### config.mk
export PLATFORM = sky130hd
export DESIGN_NAME = if_fetch_stage
export DESIGN_NICKNAME = d
export VERILOG_FILES = /design/src/rtl/if_pkg.sv /design/src/rtl/if_skid_buf.sv /design/src/rtl/if_fetch_stage.sv
export SDC_FILE = /design/constraint.sdc
export NUM_CORES = 1
export LEC_CHECK = 0
export ABC_AREA = 1
export BUFFER_PORTS_ARGS = -buffer_cell sky130_fd_sc_hd__buf_2
export CORE_ASPECT_RATIO = 0.8
export CORE_MARGIN = 2
export CORE_UTILIZATION = 29
export CTS_CLUSTER_SIZE = 14
export DETAILED_ROUTE_END_ITERATION = 10
export PLACE_DENSITY_LB_ADDON = 0.1
export SLEW_MARGIN = 20
export SYNTH_ARGS = -nofsm -noshare
export SYNTH_HDL_FRONTEND = slang
export SYNTH_HIERARCHICAL = 1
export SYNTH_SLANG_ARGS = --single-unit
### constraint.sdc
create_clock -name i_clk -period 3.7 [get_ports i_clk]
set_input_delay 0.185 -clock i_clk [delete_from_list [all_inputs] [get_ports i_clk]]
set_output_delay 0.185 -clock i_clk [all_outputs]
set_load 0.01 [all_outputs]
### src/rtl/if_pkg.sv
// Shared types and constants for the instruction-fetch stage.
// Holds the pipeline entry layout and the word-alignment helper.
package if_pkg;

    localparam logic [31:0] NOP_INST_DEF = 32'h0000_0013;
    localparam logic [31:0] PC_STEP      = 32'd4;

    typedef struct packed {
        logic [31:0] pc;
        logic [31:0] inst;
        logic        vld;
    } if_entry_t;

    function automatic logic [31:0] align_word(input logic [31:0] addr);
        return {addr[31:2], 2'b00};
    endfunction

endpackage

### src/rtl/if_skid_buf.sv
// One-entry skid register: captures a fetch response while decode is stalled
// and hands it back once the stall lifts. Clear has priority over capture.
module if_skid_buf
    import if_pkg::*;
(
    input  logic        clk_i,
    input  logic        rst_i,
    input  logic        capture_i,
    input  logic        drain_i,
    input  logic        clear_i,
    input  logic [31:0] pc_i,
    input  logic [31:0] inst_i,
    output logic [31:0] pc_o,
    output logic [31:0] inst_o,
    output logic        vld_o
);

    if_entry_t entry_q;
    if_entry_t entry_d;

    // Next-state: clear, then capture into an empty slot, then drain, else hold
    always_comb begin
        entry_d = entry_q;
        if (clear_i) begin
            entry_d.vld = 1'b0;
        end else if (capture_i && !entry_q.vld) begin
            entry_d.pc   = pc_i;
            entry_d.inst = inst_i;
            entry_d.vld  = 1'b1;
        end else if (drain_i) begin
            entry_d.vld = 1'b0;
        end else begin
            entry_d = entry_q;
        end
    end

    // Entry register
    always_ff @(posedge clk_i or posedge rst_i) begin
        if (rst_i) begin
            entry_q <= '{pc: 32'h0000_0000, inst: 32'h0000_0000, vld: 1'b0};
        end else begin
            entry_q <= entry_d;
        end
    end

    assign pc_o   = entry_q.pc;
    assign inst_o = entry_q.inst;
    assign vld_o  = entry_q.vld;

endmodule

### src/rtl/if_fetch_stage.sv
// Instruction fetch and IF/ID register: owns the PC, talks to a 1-cycle
// synchronous instruction memory, and absorbs stalls and redirects.
module if_fetch_stage
    import if_pkg::*;
#(
    parameter logic [31:0] RESET_PC = 32'h0000_0000,
    parameter logic [31:0] NOP_INST = NOP_INST_DEF
) (
    input  logic        i_clk,
    input  logic        i_rst,
    input  logic        ID_stall,
    input  logic        EX_flush,
    input  logic [31:0] EX_br_target,
    output logic [31:0] imem_addr,
    output logic        imem_rden,
    input  logic [31:0] imem_rdata,
    output logic [31:0] ID_pc,
    output logic [31:0] ID_inst,
    output logic        ID_insn_vld
);

    logic [31:0] pc_q, pc_d;
    logic [31:0] req_pc_q, req_pc_d;
    logic        req_vld_q, req_vld_d;
    if_entry_t   id_q, id_d;

    logic        issue_s;
    logic [31:0] fetch_addr_s;
    logic [31:0] skid_pc_s, skid_inst_s;
    logic        skid_vld_s;
    logic        skid_cap_s, skid_drn_s;

    // Request issue: a redirect always fetches, even while decode is stalled
    always_comb begin
        issue_s = EX_flush | ~ID_stall;
        if (EX_flush) begin
            fetch_addr_s = align_word(EX_br_target);
        end else begin
            fetch_addr_s = pc_q;
        end
    end

    assign imem_addr  = fetch_addr_s;
    assign imem_rden  = issue_s;
    assign skid_cap_s = ID_stall & req_vld_q;
    assign skid_drn_s = ~ID_stall & skid_vld_s;

    if_skid_buf u_skid (
        .clk_i     (i_clk),
        .rst_i     (i_rst),
        .capture_i (skid_cap_s),
        .drain_i   (skid_drn_s),
        .clear_i   (EX_flush),
        .pc_i      (req_pc_q),
        .inst_i    (imem_rdata),
        .pc_o      (skid_pc_s),
        .inst_o    (skid_inst_s),
        .vld_o     (skid_vld_s)
    );

    // PC and in-flight request tracking
    always_comb begin
        pc_d      = pc_q;
        req_pc_d  = req_pc_q;
        req_vld_d = 1'b0;
        if (issue_s) begin
            pc_d      = fetch_addr_s + PC_STEP;
            req_pc_d  = fetch_addr_s;
            req_vld_d = 1'b1;
        end else begin
            pc_d      = pc_q;
            req_vld_d = 1'b0;
        end
    end

    // IF/ID next state: flush beats stall; the skid entry is older than the live response
    always_comb begin
        id_d = id_q;
        if (EX_flush) begin
            id_d = '{pc: 32'h0000_0000, inst: NOP_INST, vld: 1'b0};
        end else if (ID_stall) begin
            id_d = id_q;
        end else if (skid_vld_s) begin
            id_d = '{pc: skid_pc_s, inst: skid_inst_s, vld: 1'b1};
        end else if (req_vld_q) begin
            id_d = '{pc: req_pc_q, inst: imem_rdata, vld: 1'b1};
        end else begin
            id_d.inst = NOP_INST;
            id_d.vld  = 1'b0;
        end
    end

    // State registers
    always_ff @(posedge i_clk or posedge i_rst) begin
        if (i_rst) begin
            pc_q      <= RESET_PC;
            req_pc_q  <= 32'h0000_0000;
            req_vld_q <= 1'b0;
            id_q      <= '{pc: 32'h0000_0000, inst: NOP_INST, vld: 1'b0};
        end else begin
            pc_q      <= pc_d;
            req_pc_q  <= req_pc_d;
            req_vld_q <= req_vld_d;
            id_q      <= id_d;
        end
    end

    assign ID_pc       = id_q.pc;
    assign ID_inst     = id_q.inst;
    assign ID_insn_vld = id_q.vld;

endmodule

==> out/qor.yml, run 1 <==
netlist_area_mm2: 0.009300
cp.required_ns: 4.00
gp_congestion: 0.8196
core_mm2: 0.03150
p_comb_frac: 0.188
place_ws_ns: 1.233
drive_gt1_frac: 0.2128
hpwl_mm: 19.73
final_nets: 1336
synth_cells: 1131
synth_top_family_by_area: "simple AND/OR/NAND/NOR gates"
synth-seq-cells: 193
fin_skew_ns: 0.009860
p_sw_frac: 0.3051
routed_wl_mm: 30.58
cap_violations: 0
fin_setup_tns_ns: 0
vias: 8081
post_cts_resized: 0
worstSetupStartpointType: "flip-flop"
drv_slew: 0
use_met1: 0.2775
cts_tree: "yes"
slew_headroom: 0.3792
setup_viol: 0
initial_core_util: 0.2953
arrival_ns: 2.61
fin_total_pwr_w: 0.005530
overflow: 0
grt_busiest_layer: "met2"
p_leak_nw: 5.540
synth_seq_area_share: 0.5197
cp_max_fo: 62
timing.rr.start: "u_skid/vld_o"
fp.dieW_um: 204.2
via_per_inst: 4.756
synth_compound_area_frac: 0.1219
rsz0062_at_grt: "false"
hold_class: "in2reg"
synthAdderAreaFrac: 0.001345
numCtsBuffers: 17
fp.dieH_um: 164.2
drtAntennaViolNets: 0
cts_sinks: 193
period_share: 0.6242
synth_edf_count: 0
dr.first_iter.drc_count: 474
multi_input_area_mm2: 0.003721
synthTopCellsByArea: "dfrtp_1, nand2_1, nand4_1"
p_switching_w: 0.001687
ys.flop_type: "dfrtp_1"
nFillCells: 3375
end_kind: "flip-flop"
grt_pass1_wl_mm: 47.37
synth-simple-area-share: 0.2735
drc: 0
internal_power_w: 0.003843
antenna_found_initial: 2
yosysMostFrequentCell: "nand2_1"
p_per_area_mw_per_mm2: 498.1
crit_type: "reg2reg"
yosysTopAreaCell: "dfrtp_1"
clock-root-buffer: "clkbuf_16"
peakVddDrop_mv: 0.3215
final_cells: 1699
insertion_delay_ns: 0.44
fp-row-count: 58
clockBufferDepth: 2
grt_max_degree: 86
port_buffers: 163
share_seq_of_total_power: 0.465
pin_count: 166
worst_pin_slew_ns: 0.9302
synthToLayoutAreaGrowth_pct: 19.37
hold_viol: 0
period_needed_ns: 2.310
yosys.area_share.xor_xnor: 0.0009417
fin_ws_ns: 1.390
p_clk_frac: 0.347
synth_top_cell_area_share: 0.5112
wire_per_inst_um: 18.00
synthTopCellsByCount: "nand2_1, dfrtp_1, inv_1, o21ai_0, nand4_1"
reg2reg_slack_ns: 1.39
max_freq_mhz: 433.0
use_met2: 0.2798
muxShareOfSynthArea: 0
crit_start: "u_skid/vld_o"
first_pass_iters: 5
status: "finished clean"
cts.htree.levels: 4
dp_cells: 1658
grt_pass1_vias: 7737
ys_warn_count: 6
regArea_mm2: 0.004833
syn-mean-instance-area_um2: 8.223
syn_nets: 1200
synthArstFlopShare: 1.000
grtUsageTotal: 0.1855
die_area_mm2: 0.03353
synth_cell_types: 33
grt_util_met3: 0.03413
min_from: "imem_rdata[2]"
clk_pin_slew_ns: 0.07
-- per-stage QoR --
| step | area [um2] | util | hold slack, ns |
|---|---|---|---|
| after CTS | 11100 | 0.3524 | 0.0004134 |
| final | 11100 | 0.3525 | 0.02009 |
| after floorplan | 9300 | - | 0.3373 |
| after global routing | 11100 | 0.3524 | 0.0006411 |
| after detailed placement | 10410 | 0.3304 | 0.4492 |
| after global placement | 10410 | 0.3304 | 0.4497 |
-- critical path, stage by stage, from the launching register on --
cell	delay, ns
dfrtp_1	0.84
clkinv_1	0.28
buf_4	0.38
o21ai_0	0.50
o22ai_1	0.14
-- layout make-up --
cell class              count  share of cell area
diodes                      1           0.0002254
clock buffers              20             0.04114
clock inverters            10             0.01228
inverters                  94             0.03223
multi-input cells         771              0.3352
flip-flops and latches    193              0.4354
well taps                 420             0.04733
repair buffers            190             0.09625
-- what timing repair did --
action                                 CTS  global route
buffers inserted                         0             0
endpoints found under the hold margin   66             0
hold buffers                            10             0
-- state kept, by name, indices dropped and copies added, names as in the netlist --
register / flops
ID_insn_vld: 1
ID_inst: 32
ID_pc: 32
pc_q: 32
req_pc_q: 30
req_vld_q: 1
u_skid/inst_o: 32
u_skid/pc_o: 32
u_skid/vld_o: 1
-- final timing paths --
path	to	cells after the start
worst max-delay path	ID_pc[18]	4
worst min-delay path	u_skid/inst_o[2]	3
worst max register to register	ID_pc[18]	4
min in group asynchronous	ID_inst[29]	3
max in group asynchronous	ID_inst[0]	4
worst min register to register	u_skid/pc_o[24]	2
-- cells in the final DEF, fill, tap and decap left out, types with 3 or more instances in the layout --
cell type	netlist	final
dfrtp_1	190	190
clkinv_2	0	3
nor2_4	5	6
o21ai_0	82	82
nor2_2	13	14
clkbuf_16	0	17
dfstp_2	3	3
a21oi_1	24	24
a22oi_1	29	29
o21bai_1	3	3
inv_2	6	8
o221ai_1	5	5
nand2_1	364	364
bufinv_16	0	3
buf_4	9	15
o22ai_1	28	28
inv_1	87	84
nand3_1	40	40
dlygate4sd3_1	0	10
nor2_1	60	58
a31oi_1	5	5
nand4_1	68	68
o21a_1	3	3
o211ai_1	5	5
buf_2	25	163
clkinvlp_4	0	3
o32ai_1	4	4
nand2_2	27	27
-- routing by layer --
layer	up-vias	share of wire
met4	0	0.0077
met5	-	0
met2	152	0.45
li1	3999	-
met3	19	0.039
met1	3911	0.51
-- kinds of logic after synthesis --
group | count (synthesis)
adder cells (fa/ha/maj) | 1
flip-flops | 193
XOR/XNOR | 1
AO/OA/AOI/OAI | 190
AND/OR/NAND/NOR | 579
buffers and inverters | 167
-- power groups by stage --
stage	sequential (W)	clock, W	combinational (W)
floorplan	0.00260	0	0.000658
detailed placement	0.00261	0	0.00105
global route	0.00261	0.00207	0.00119
CTS	0.00257	0.00200	0.00106
finish	0.00257	0.00192	0.00104
global placement	0.00261	0	0.00105
No activity file was read; power rests on OpenSTA's default activity.
==> run 2, diff against run 1 <==
- clock period: 3.7 -> 2.32 ns (I/O delays scaled with it)
==> run 2 against run 1 <==
Net effect: register-to-register slack lost 0.94 ns; core utilization grew 1.4 points; sequential cell count is the same; power grew 59%.
==> out/qor.yml, run 2 (synthesis results as in run 1) <==
wire_per_inst_um: 17.75  # was 18.00 um
arrival_ns: 2.17  # was 2.61 ns
max_freq_mhz: 533.6  # was 433.0 MHz
fin_setup_tns_ns: 0  # unchanged
p_sw_frac: 0.3119  # was 0.3051
worst_pin_slew_ns: 0.8905  # was 0.9302 ns
dr.first_iter.drc_count: 436  # was 474
drv_slew: 0  # unchanged
cts_tree: "yes"  # unchanged
grt_pass1_wl_mm: 47.87  # was 47.37 mm
internal_power_w: 0.006061  # was 0.003843 W
peakVddDrop_mv: 0.4847  # was 0.3215 mV
core_mm2: 0.03150  # unchanged
die_area_mm2: 0.03353  # unchanged
port_buffers: 163  # unchanged
period_needed_ns: 1.874  # was 2.310 ns
post_cts_resized: 0  # unchanged
p_clk_frac: 0.336  # was 0.347
clk_pin_slew_ns: 0.07  # about the same
insertion_delay_ns: 0.43  # was 0.44 ns
cts.htree.levels: 4  # unchanged
rsz0062_at_grt: "false"  # unchanged
hold_viol: 0  # unchanged
antenna_cells: 0  # was 1
via_per_inst: 4.793  # was 4.756
cp.required_ns: 2.62  # was 4.00 ns
crit_type: "reg2reg"  # unchanged
first_pass_iters: 5  # unchanged
drive_gt1_frac: 0.2191  # was 0.2128
final_cell_mix: "nand2_1, dfrtp_1, buf_2"  # unchanged
postCtsSetupBuffers: 0  # unchanged
fp.dieH_um: 164.2  # unchanged
grtUsageTotal: 0.1873  # was 0.1855
share_seq_of_total_power: 0.464  # was 0.465
antenna_found_initial: 0  # was 2
gp_congestion: 0.8200  # was 0.8196
p_per_area_mw_per_mm2: 763.8  # was 498.1 mW/mm2
setup_viol: 0  # unchanged
initial_core_util: 0.2953  # unchanged
cap_violations: 0  # unchanged
cp_max_fo: 19  # was 62
fin_skew_ns: 0.01100  # was 0.009860 ns
p_comb_frac: 0.200  # was 0.188
worstSetupStartpointType: "flip-flop"  # unchanged
fp-row-count: 58  # unchanged
overflow: 0  # unchanged
drc: 0  # unchanged
end_kind: "flip-flop"  # unchanged
drtAntennaViolNets: 0  # unchanged
synthToLayoutAreaGrowth_pct: 24.00  # was 19.37%
numCtsBuffers: 17  # unchanged
slew_headroom: 0.4063  # was 0.3792
pin_count: 166  # unchanged
period_share: 0.8078  # was 0.6242
fin_total_pwr_w: 0.008809  # was 0.005530 W
final_common_cell: "nand2_1"  # unchanged
p_leak_nw: 5.740  # was 5.540 nW
vias: 8335  # was 8081
p_switching_w: 0.002747  # was 0.001687 W
clockBufferDepth: 2  # unchanged
utilization: 0.3662  # was 0.3525
status: "finished clean"  # unchanged
cts_hold_buf: 35  # was 10
cts_sinks: 193  # unchanged
clock-root-buffer: "clkbuf_16"  # unchanged
hpwl_mm: 20.21  # was 19.73 mm
fp.dieW_um: 204.2  # unchanged
final_nets: 1375  # was 1336
hold_class: "in2reg"  # unchanged
routed_wl_mm: 30.87  # was 30.58 mm
grt_pass1_vias: 7969  # was 7737
hold_ws_ns: 0.06451  # was 0.02009 ns
grt_max_degree: 73  # was 86
-- run 2: final cells by class --
type                       count  area, um2
fill                        3368      19960
sequential                   193       4833
multi-input combinational    771       3721
timing repair buffer         229       1511
tap                          420      525.5
clock buffer                  21      480.5
inverter                      94      356.6
clock inverter                11      103.9
-- run 2: layer usage --
| metal | GRT usage | wire (um) | vias to the layer above |
|---|---|---|---|
| li1 | - | - | 4079 |
| met1 | 0.2836 | 16010 | 4109 |
| met2 | 0.2827 | 13700 | 136 |
| met3 | 0.02976 | 916 | 11 |
| met4 | 0.03294 | 246 | 0 |
| met5 | 0 | 0 | - |
-- run 2: per-stage QoR --
step	instance area, um2	worst slack, ns	std cells
4_1_cts	11530	0.3939	1739
3_5_place_dp	10600	0.3037	1672
3_3_place_gp	10600	0.3241	1672
2_1_floorplan	9304	0.5775	1131
5_1_grt	11530	0.3137	1739
6_report	11530	0.4458	1739
-- run 2: path summary, 6_finish.rpt --
path / from / to / slack [ns] / cells after the start
worst max-delay path: u_skid/vld_o / ID_pc[31] / 0.45 / 4
worst min-delay path: ID_stall / u_skid/vld_o / 0.06 / 3
worst max register to register: u_skid/vld_o / ID_pc[31] / 0.45 / 4
worst min register to register: u_skid/pc_o[8] / u_skid/pc_o[8] / 0.46 / 2
max in group asynchronous: i_rst / pc_q[12] / 1.37 / 4
min in group asynchronous: i_rst / ID_pc[8] / 0.27 / 3
-- run 2: critical path: stages (launching register included) --
cell and delay, ns:
dfrtp_1 0.39, clkinv_1 0.52, buf_4 0.41, o21ai_0 0.30
o22ai_1 0.12
-- run 2: power by group through the flow --
stage | sequential (W) | clock [W] | combinational [W]
final | 0.00409 | 0.00296 | 0.00176
after global routing | 0.00415 | 0.00320 | 0.00200
after CTS | 0.00409 | 0.00306 | 0.00180
after detailed placement | 0.00415 | 0 | 0.00174
after global placement | 0.00415 | 0 | 0.00173
after floorplan | 0.00414 | 0 | 0.00105
==> run 3, diff against run 2 <==
- ABC_AREA: 1 -> 0
- clock period: 2.32 -> 1.6 ns (I/O delays scaled with it)
==> run 3 against run 2 <==
Net effect: the flow now finishes with violations (setup timing); worst hold slack better by 0.043 ns; die area down 0.12%; largest cell class unchanged; via count decreased by 13%; sequential share of layout area fell by 4.2 points; power grew 57%; sequential power is 51% higher; routed wire length fell by 9.1%.
==> out/qor.yml, run 3 <==
clockBufferDepth: 2  # unchanged
utilization: 0.4074  # was 0.3662
placed_area_mm2: 0.01127  # was 0.01060 mm2
yosys.area_share.xor_xnor: 0.01320  # was 0.0009417
wire_per_inst_um: 17.84  # was 17.75 um
status: "finished, violations left"  # was finished clean
netlist_area_mm2: 0.009289  # was 0.009300 mm2
cp_max_fo: 6  # was 19
gp_congestion: 0.8344  # was 0.8200
final_common_cell: "dfrtp_1"  # was nand2_1
fin_total_pwr_w: 0.01383  # was 0.008809 W
fin_ws_ns: -0.1614  # was 0.4458 ns
violations: "setup timing"
crit_path_top_delay_cell: "dfrtp_1"  # was clkinv_1
cap_violations: 0  # unchanged
p_clk_frac: 0.308  # was 0.336
overflow: 0  # unchanged
numCtsBuffers: 17  # unchanged
yosysMostFrequentCell: "dfrtp_1"  # was nand2_1
cpMostUsedCell: "buf_4"
period_needed_ns: 1.761  # was 1.874 ns
r2r_end: "pc_q[27]"  # was ID_pc[31]
final_nets: 1208  # was 1375
drtAntennaViolNets: 0  # unchanged
period_share: 1.101  # was 0.8078
crit_chain: "nand3b_1 > buf_4 > a22oi_2 > buf_4 > nand4_1 > buf_6 > o31a_1 > o31ai_1"  # was clkinv_1 > buf_4 > o21ai_0 > o22ai_1
arrival_ns: 2.11  # was 2.17 ns
grt_pass1_wl_mm: 43.10  # was 47.87 mm
hold_viol: 0  # unchanged
cts_sinks: 193  # unchanged
rsz0062_at_grt: "true"  # was false
via_per_inst: 4.593  # was 4.793
synthToLayoutAreaGrowth_pct: 38.12  # was 24.00%
worst_pin_slew_ns: 0.6298  # was 0.8905 ns
p_per_area_mw_per_mm2: 1078  # was 763.8 mW/mm2
ff2ff_path_depth: 8  # was 4
drv_slew: 0  # unchanged
antenna_found_initial: 2  # was 0
synthTopCellsByCount: "dfrtp_1, nor2_1, a21oi_1, nand2_1, mux2_4"  # was nand2_1, dfrtp_1, inv_1, o21ai_0, nand4_1
end_kind: "flip-flop"  # unchanged
fp.dieH_um: 164.1  # was 164.2 um
muxShareOfSynthArea: 0.1720  # was 0
drive_gt1_frac: 0.4080  # was 0.2191
synthArstFlopShare: 1.000  # unchanged
setup_viol: 22  # was 0
port_buffers: 163  # unchanged
crit_start: "pc_q[10]"  # was u_skid/vld_o
syn-mean-instance-area_um2: 10.97  # was 8.223 um2
grtUsageTotal: 0.1687  # was 0.1873
synth_cell_types: 50  # was 33
drc: 0  # unchanged
clk_pin_slew_ns: 0.08  # was 0.07 ns
yosysTopAreaCell: "dfrtp_1"  # unchanged
worstSetupStartpointType: "flip-flop"  # unchanged
critPathCapture: "pc_q[27]"  # was ID_pc[31]
die_area_mm2: 0.03349  # was 0.03353 mm2
fp.dieW_um: 204.1  # was 204.2 um
crit_type: "reg2reg"  # unchanged
slew_headroom: 0.5801  # was 0.4063
cpPeakStageDelay_ns: 0.35  # was 0.52 ns
synth_top_cell_area_share: 0.5119  # was 0.5112
synth_top_family_by_area: "multiplexers"  # was simple AND/OR/NAND/NOR gates
first_pass_iters: 6  # was 5
final_cell_mix: "dfrtp_1, buf_2, nor2_1"  # was nand2_1, dfrtp_1, buf_2
multi_input_area_mm2: 0.004312  # was 0.003721 mm2
hpwl_mm: 18.80  # was 20.21 mm
place_ws_ns: -0.4180  # was 0.3037 ns
synth-simple-area-share: 0.1242  # was 0.2735
ys_warn_count: 6  # unchanged
cts.htree.levels: 4  # unchanged
fin_skew_ns: 0.01405  # was 0.01100 ns
cp.required_ns: 1.95  # was 2.62 ns
synth-seq-cells: 193  # unchanged
routed_wl_mm: 28.04  # was 30.87 mm
initial_core_util: 0.2949  # was 0.2953
clock-root-buffer: "clkbuf_16"  # unchanged
p_leak_nw: 6.024  # was 5.740 nW
synthAdderAreaFrac: 0.001347  # was 0.001345
max_freq_mhz: 567.7  # was 533.6 MHz
vias: 7220  # was 8335
syn_nets: 916  # was 1200
internal_power_w: 0.009714  # was 0.006061 W
p_sw_frac: 0.2974  # was 0.3119
synthTopCellsByArea: "dfrtp_1, mux2_4, mux2i_1"  # was dfrtp_1, nand2_1, nand4_1
fp-row-count: 58  # unchanged
grt_max_degree: 102  # was 73
ys.flop_type: "dfrtp_1"  # unchanged
design_area_mm2: 0.01283  # was 0.01153 mm2
grt_pass1_vias: 7311  # was 7969
insertion_delay_ns: 0.44  # was 0.43 ns
antenna_cells: 0  # unchanged
regArea_mm2: 0.004840  # was 0.004833 mm2
synth_edf_count: 0  # unchanged
hold_class: "in2reg"  # unchanged
p_switching_w: 0.004112  # was 0.002747 W
core_mm2: 0.03150  # unchanged
p_comb_frac: 0.246  # was 0.200
synth_seq_area_share: 0.5203  # was 0.5197
pin_count: 166  # unchanged
share_seq_of_total_power: 0.446  # was 0.464
dr.first_iter.drc_count: 297  # was 436
reg2reg_slack_ns: -0.16  # was 0.45 ns
timing.rr.start: "pc_q[10]"  # was u_skid/vld_o
synth_cells: 847  # was 1131
synth_compound_area_frac: 0.1149  # was 0.1219
nFillCells: 3140  # was 3368
peakVddDrop_mv: 0.7521  # was 0.4847 mV
cts_tree: "yes"  # unchanged
run 3: routing by layer:
layer  part of all wire  vias to the layer above  routed length (um)  GRT usage
met1               0.53                     3545               14830     0.2590
met3              0.038                       15                1073    0.03413
met2               0.42                      124               11900     0.2421
li1                   -                     3532                   -          -
met4             0.0079                        4                 221    0.03557
met5            0.00086                        -                  24          0
run 3: how the worst min path moves through the flow:
stage                                end  cells past startpoint  slack, ns             start
final                           pc_q[15]                      4       0.11  EX_br_target[15]
after global routing            pc_q[15]                      4       0.11  EX_br_target[15]
after CTS                    req_pc_q[6]                      3       0.03   EX_br_target[6]
after detailed placement  u_skid/pc_o[9]                      3       0.21             i_rst
after global placement    u_skid/pc_o[9]                      3       0.21             i_rst
after floorplan             u_skid/vld_o                      1       0.15          EX_flush
run 3: area by class of cell:
class | count | area share
inverter | 27 | 0.009460
clock inverter | 11 | 0.007119
timing repair buffer | 330 | 0.1917
tap | 420 | 0.04096
clock buffer | 21 | 0.03745
sequential | 193 | 0.3772
multi-input combinational | 570 | 0.3361
run 3: stage by stage:
step | instances | hold slack, ns | TNS (ns)
2_1_floorplan | 847 | 0.1468 | -15.15
3_3_place_gp | 1481 | 0.2090 | -7.295
3_5_place_dp | 1481 | 0.2068 | -8.304
4_1_cts | 1552 | 0.02676 | -1.528
5_1_grt | 1572 | 0.1050 | -4.882
6_report | 1572 | 0.1071 | -2.389
run 3: power by group through the flow:
stage	logic (W)	clock network (W)	registers [W]
after detailed placement	0.00307	0	0.00624
after CTS	0.00323	0.00445	0.00616
after global routing	0.00373	0.00464	0.00628
after global placement	0.00305	0	0.00624
after floorplan	0.00188	0	0.00619
final	0.00340	0.00426	0.00617
run 3: cells by family (layout without fill, tap and decap cells):
kind of cell / count (synthesis) / after routing
buffers and inverters: 84 / 389
AOI/OAI and AO/OA: 175 / 175
xor gates and xnor gates: 14 / 14
adders and majority gates: 1 / 1
and+or+nand+nor: 252 / 252
muxes: 128 / 128
DFF: 193 / 193
run 3: repair_timing:
action                                  4_1_cts  5_1_grt
endpoints found under the setup margin       32       45
hold buffers                                 34        0
pin swaps                                    10       35
buffers inserted                              5       21
endpoints found under the hold margin       227        0
resized for setup                            38       54
cloned                                        0        3
run 3: worst max-delay path, delay by kind of cell, from the launching register on:
kind            cells  cell delay, ns
compound gates      3            0.66
buf+inv             3            0.47
flops               1            0.35
simple gates        2            0.20
